### config.mk
export PLATFORM = sky130hd
export DESIGN_NAME = branch_predictor
export DESIGN_NICKNAME = d
export VERILOG_FILES = /design/src/rtl/riscv_pkg.sv /design/src/rtl/branch_predictor_btb.sv /design/src/rtl/branch_predictor.sv
export SDC_FILE = /design/constraint.sdc
export NUM_CORES = 1
export LEC_CHECK = 0
export BUFFER_PORTS_ARGS = -buffer_cell sky130_fd_sc_hd__buf_2
export CAP_MARGIN = 40
export CORE_MARGIN = 2
export CORE_UTILIZATION = 25
export CTS_BUF_LIST = sky130_fd_sc_hd__clkbuf_4 sky130_fd_sc_hd__clkbuf_8
export CTS_CLUSTER_SIZE = 16
export DETAILED_ROUTE_END_ITERATION = 8
export SYNTH_ARGS = -nofsm -noshare
export SYNTH_HDL_FRONTEND = slang
export SYNTH_SLANG_ARGS = --single-unit
### constraint.sdc
create_clock -name clk_i -period 8.75 [get_ports clk_i]
set_input_delay 2.1875 -clock clk_i [delete_from_list [all_inputs] [get_ports clk_i]]
set_output_delay 2.1875 -clock clk_i [all_outputs]
set_load 0.01 [all_outputs]
### src/rtl/riscv_pkg.sv
// Shared branch-predictor types, default sizing and the 2-bit counter update rule.
package riscv_pkg;

    typedef enum logic [1:0] {
        SNT = 2'b00,
        WNT = 2'b01,
        WT  = 2'b10,
        ST  = 2'b11
    } bp_counter_e;

    localparam int BP_BHT_ENTRIES = 64;
    localparam int BP_BTB_ENTRIES = 16;
    localparam int BP_TAG_W       = 8;
    localparam int BP_GHR_W       = 6;

    // Saturating step: taken moves toward ST, not-taken toward SNT.
    function automatic bp_counter_e counter_next(input bp_counter_e cur, input logic taken);
        bp_counter_e nxt;
        nxt = cur;
        if (taken) begin
            if (cur != ST) nxt = bp_counter_e'(cur + 2'd1);
        end else begin
            if (cur != SNT) nxt = bp_counter_e'(cur - 2'd1);
        end
        return nxt;
    endfunction

endpackage

### src/rtl/branch_predictor_btb.sv
// Direct-mapped tagged branch target buffer: combinational lookup, single write port
// that overwrites valid/tag/target on a taken update.
module branch_target_buffer
    import riscv_pkg::*;
#(
    parameter int BTB_ENTRIES = BP_BTB_ENTRIES,
    parameter int TAG_W       = BP_TAG_W,
    localparam int BTB_IDX_W  = $clog2(BTB_ENTRIES)
) (
    input  logic        clk_i,
    input  logic        rst_ni,
    input  logic [31:0] lookup_pc_i,
    input  logic [31:0] upd_pc_i,
    input  logic [31:0] upd_target_i,
    input  logic        upd_we_i,
    output logic        hit_o,
    output logic [31:0] target_o
);

    localparam int TAG_LO = BTB_IDX_W + 2;
    localparam int TAG_HI = BTB_IDX_W + TAG_W + 1;

    logic              valid_q  [BTB_ENTRIES];
    logic [TAG_W-1:0]  tag_q    [BTB_ENTRIES];
    logic [29:0]       target_q [BTB_ENTRIES];

    logic [BTB_IDX_W-1:0] lk_idx;
    logic [TAG_W-1:0]     lk_tag;
    logic [BTB_IDX_W-1:0] up_idx;
    logic [TAG_W-1:0]     up_tag;

    assign lk_idx = lookup_pc_i[BTB_IDX_W+1:2];
    assign lk_tag = lookup_pc_i[TAG_HI:TAG_LO];
    assign up_idx = upd_pc_i[BTB_IDX_W+1:2];
    assign up_tag = upd_pc_i[TAG_HI:TAG_LO];

    // PC bits above the tag and below the word offset never select or match an entry.
    logic unused_pc_bits;
    assign unused_pc_bits = ^{lookup_pc_i[31:TAG_HI+1], lookup_pc_i[1:0],
                              upd_pc_i[31:TAG_HI+1], upd_pc_i[1:0], upd_target_i[1:0]};

    // NOTE: the whole array sits under async reset so tags/targets are never X after reset;
    // this costs a reset net per bit, which is why memories are usually left unreset.
    always_ff @(posedge clk_i or negedge rst_ni) begin
        if (!rst_ni) begin
            for (int i = 0; i < BTB_ENTRIES; i++) begin
                valid_q[i]  <= 1'b0;
                tag_q[i]    <= '0;
                target_q[i] <= '0;
            end
        end else if (upd_we_i) begin
            valid_q[up_idx]  <= 1'b1;
            tag_q[up_idx]    <= up_tag;
            target_q[up_idx] <= upd_target_i[31:2];
        end
    end

    assign hit_o    = valid_q[lk_idx] && (tag_q[lk_idx] == lk_tag);
    assign target_o = {target_q[lk_idx], 2'b00};

endmodule

### src/rtl/branch_predictor.sv
// Bimodal (or gshare when BP_GSHARE_EN is defined) direction predictor with a tagged BTB.
// Lookup is combinational from registered state; resolved branches train it on the clock edge.
module branch_predictor
    import riscv_pkg::*;
#(
    parameter int BHT_ENTRIES = BP_BHT_ENTRIES,
    parameter int BTB_ENTRIES = BP_BTB_ENTRIES,
    parameter int TAG_W       = BP_TAG_W,
    parameter int GHR_W       = BP_GHR_W,
    localparam int BHT_IDX_W  = $clog2(BHT_ENTRIES)
) (
    input  logic        clk_i,
    input  logic        rst_ni,
    input  logic [31:0] pc_i,
    output logic        pred_taken_o,
    output logic [31:0] pred_target_o,
    input  logic        upd_valid_i,
    input  logic [31:0] upd_pc_i,
    input  logic        upd_taken_i,
    input  logic [31:0] upd_target_i
);

    bp_counter_e bht_q [BHT_ENTRIES];

    logic [BHT_IDX_W-1:0] lk_idx;
    logic [BHT_IDX_W-1:0] up_idx;
    logic                 btb_hit;
    logic [31:0]          btb_target;

`ifdef BP_GSHARE_EN
    logic [GHR_W-1:0] ghr_q;

    // Lookup and update both hash with the current history, before this cycle's shift.
    assign lk_idx = pc_i[BHT_IDX_W+1:2]     ^ BHT_IDX_W'(ghr_q);
    assign up_idx = upd_pc_i[BHT_IDX_W+1:2] ^ BHT_IDX_W'(ghr_q);

    if (GHR_W < 2) begin : g_ghr_1
        always_ff @(posedge clk_i or negedge rst_ni) begin
            if (!rst_ni)          ghr_q <= '0;
            else if (upd_valid_i) ghr_q <= upd_taken_i;
        end
    end else begin : g_ghr_n
        always_ff @(posedge clk_i or negedge rst_ni) begin
            if (!rst_ni)          ghr_q <= '0;
            else if (upd_valid_i) ghr_q <= {ghr_q[GHR_W-2:0], upd_taken_i};
        end
    end
`else
    localparam int unused_ghr_w = GHR_W;

    assign lk_idx = pc_i[BHT_IDX_W+1:2];
    assign up_idx = upd_pc_i[BHT_IDX_W+1:2];
`endif

    always_ff @(posedge clk_i or negedge rst_ni) begin
        if (!rst_ni) begin
            for (int i = 0; i < BHT_ENTRIES; i++) bht_q[i] <= WNT;
        end else if (upd_valid_i) begin
            bht_q[up_idx] <= counter_next(bht_q[up_idx], upd_taken_i);
        end
    end

    branch_target_buffer #(
        .BTB_ENTRIES (BTB_ENTRIES),
        .TAG_W       (TAG_W)
    ) u_btb (
        .clk_i        (clk_i),
        .rst_ni       (rst_ni),
        .lookup_pc_i  (pc_i),
        .upd_pc_i     (upd_pc_i),
        .upd_target_i (upd_target_i),
        .upd_we_i     (upd_valid_i && upd_taken_i),
        .hit_o        (btb_hit),
        .target_o     (btb_target)
    );

    logic [1:0] lk_cnt;
    assign lk_cnt = bht_q[lk_idx];

    // Gating on rst_ni keeps the fall-through prediction even before the cleared state settles.
    assign pred_taken_o  = rst_ni && btb_hit && lk_cnt[1];
    assign pred_target_o = pred_taken_o ? btb_target : pc_i + 32'd4;

endmodule

==> results by group <==
Synth
  – Yosys warns: 0
  – Most used DFF post-synth: dfrtp_1
  – Synth Instances: 2533
  – Area share of the largest cell type after synthesis: 0.478
  – Sequential fraction of the synthesis area: 0.525
  – Commonest cells post-synth: 688 x dfrtp_1, 612 x mux2_2, 226 x mux4_2
  – Syn Nets: 2634
  – Mean Syn Cell Area: ~14 µm²
  – Count leader, synth: dfrtp_1
  – Synth Cell Area: between 30000 and 40000 µm²
  – FFs w/ async S/R, synth: 1.00
  – Seq cells post-synth: 752
  – Dominant cells by area after synthesis: dfrtp_1 48%, mux2_2 19%, mux4_2 14%, dfstp_2 4.7%, nor2_1 1.8%
  – Post-synthesis cell type count: 68
  – EDFF count, synth: 0
  – Cell taking the most area after synthesis: dfrtp_1

Setup path
  – CP Max Fanout: 44
  – Worst R2R Start: bht_q[9]
  – Reg2Reg Depth: 8
  – WP data arrival: 5890 ps
  – Crit-path leading delay family: multiplexers
  – Worst Path Buf+Inv: 3
  – CP Launch Type: input pin
  – RR Endpoint: bht_q[31]
  – Crit-path slowest cell: nand4_4
  – R2R Setup Slk: 5470 ps
  – Critical-path cell list: buf_4 -> mux4_2 -> mux2i_1 -> mux2i_1 -> xor2_1 -> a2111oi_4 -> nand4_4 -> buf_4 -> mux2_4 -> buf_2
  – Critical path class: input pin to output pin
  – CP peak stage delay: between 600 and 700 ps
  – CP Capture Type: output pin
  – Critical Path RT: about 6600 ps

Floorplan
  – Die X: 384 µm
  – # IOs: between 100 and 150
  – Die Ht: 384 µm
  – Core Area: 143000 µm²
  – Initial cell density of the core: 0.251
  – Die area: 147000 µm²
  – Std-Cell Rows: between 100 and 150

Placement
  – # port buffers: 110
  – Inst Count DP: approximately 4400
  – DP HPWL: 60100 µm
  – Post-place setup slack: 633 ps
  – GP Congestion: 0.770

Run status
  – Status: complete, no violations

Detailed routing
  – Final WL: 96300 µm
  – DRC: 0
  – First DRT Iteration DRCs: 1339
  – Vias per Instance: ~4.7
  – Pre-antenna DRT Iters: 6
  – Routed via count: 21800
  – Wire per inst: 20.7 µm
  – Antenna-violating nets left: 0

Timing
  – Max transition margin: 0.397
  – RSZ-0062 raised after global routing: no
  – Total negative slack: 0 ps
  – Slew @ Worst Pin: 903 ps
  – Final count of negative-setup-slack endpoints: 0
  – Period utilization: 0.923
  – Worst setup margin: 675 ps
  – Final hold vios: 0
  – Fmax: 124 MHz
  – Minimum clock period: 8070 ps
  – Final Max Tran Viols: 0
  – Clock skew: 20.0 ps

Finish
  – Sequential Area: 18900 µm²
  – Area of the multi-input gates: 16300 µm²
  – # fillers: 14500
  – Nets: 2740
  – Area Overhead vs Synth: 16.5%
  – Post-Layout Cell Count: between 4000 and 5000
  – Fraction of layout cells with a size suffix above 1: 0.504

Global routing
  – Vias in the first global route: 22700
  – Global-route wire length before repair: 146000 µm
  – Largest net degree at the start of global routing: between 70 and 80
  – Tot GR Track Use: 0.130
  – Initial antenna violation count: 30
  – Overflow after GRT: 0

Worst hold path
  – Worst min-delay path startpoint: u_btb.valid_q[14]
  – Worst hold path type: register to register
  – WHS Endpoint: u_btb.valid_q[14]
  – Hold path depth: 1

Clock network
  – Clock sinks: ~750
  – H-tree Lvls: 3
  – Root cell of the clock tree: clkbuf_8
  – Cts hold-fix bufs: 0
  – Worst-case clock buffer depth: 3
  – Resize count post-CTS: 0
  – Setup bufs post-CTS: 0
  – Cts bufs inserted: 120
  – Clock Latency Late Sink: 760 ps
  – Clock Pin Slew Worst Setup and Hold Paths: 50 ps
  – TritonCTS clock tree: done

Power and ir drop
  – Power per cell area: 228 nW/µm²
  – Peak VDD IR: a little over 100 µV
  – Lkg Pwr: 17.8 nW
  – Power, Total: 0.00955 W

Job
  – Max-cap violations: 0
[logic make-up (layout without fill, tap and decap cells)]
logic type | count (synthesis) | count (layout) | synth area share
muxes | 894 | 894 | 0.352
xor gates and xnor gates | 38 | 38 | 0.00924
other | 0 | 5 | 0
AOI/OAI and AO/OA | 188 | 188 | 0.0312
and+or+nand+nor | 445 | 445 | 0.0563
adders and majority gates | 1 | 1 | 0.000347
buffers and inverters | 215 | 420 | 0.0261
DFF | 752 | 752 | 0.525
[sequential cells by signal, summed over array words and instances (netlist names)]
signal	flops
bht_q	128
u_btb.valid_q	16
u_btb.target_q	480
u_btb.tag_q	128
[placed cells by master, fill, tap and decap left out, drive strengths merged, types with 19 or more instances in the layout]
| cell | Yosys | routed |
|---|---|---|
| nor2 | 169 | 169 |
| o21ai | 63 | 63 |
| a22oi | 19 | 19 |
| xnor2 | 22 | 22 |
| dfstp | 64 | 64 |
| mux4 | 226 | 226 |
| dfrtp | 688 | 688 |
| nand3 | 20 | 20 |
| mux2 | 639 | 639 |
| buf | 117 | 187 |
| clkbuf | 87 | 188 |
| nand2 | 147 | 147 |
| a21oi | 73 | 73 |
| clkinv | 0 | 24 |
| mux2i | 29 | 29 |
[cell type report]
type,instances,share of cell area
Multi-Input combinational cell,1566,0.389
Antenna cell,5,0.000298
Clock buffer,188,0.0587
Sequential cell,752,0.450
Timing Repair Buffer,188,0.0368
Clock inverter,33,0.00737
Tap cell,1903,0.0568
Inverter,11,0.00101
[routing by layer]
layer  share of wire  wire, µm  GRT usage
met5          0.0026       247    0.00877
met4           0.022      2150     0.0353
met3           0.048      4630     0.0249
met2            0.47     45600      0.209
met1            0.45     43700      0.178
[worst reg2reg max path: cells and delay by family (launching register included)]
family	cells	cell delay [ps]
DFF	1	390
AOI/OAI and AO/OA	4	1130
muxes	1	500
and+or+nand+nor	2	590
buffers and inverters	1	520
[per-stage QoR]
step                cell area (µm²)  hold WS, ps  utilization
floorplan                     36000          429            -
global placement              38600          446        0.270
detailed placement            39200          449        0.273
CTS                           41900          462        0.293
global route                  41900          477        0.293
finish                        42000          458        0.293
[how the worst max path moves through the flow]
stage | startpoint | endpoint | slack (ps) | depth (start not counted)
floorplan | pc_i[3] | pred_target_o[10] | 1950 | 9
global placement | pc_i[2] | pred_target_o[5] | 680 | 10
detailed placement | pc_i[4] | pred_target_o[5] | 630 | 10
CTS | pc_i[4] | pred_target_o[5] | 630 | 10
global route | pc_i[2] | pred_target_o[5] | 510 | 10
finish | pc_i[4] | pred_target_o[5] | 680 | 10
[power by group]
part / internal (W) / switching (W)
Clock: 0.00191 / 0.00147
Sequential: 0.00419 / 0.000335
Combinational: 0.000953 / 0.000685
No activity file was read; power rests on OpenSTA's default activity.
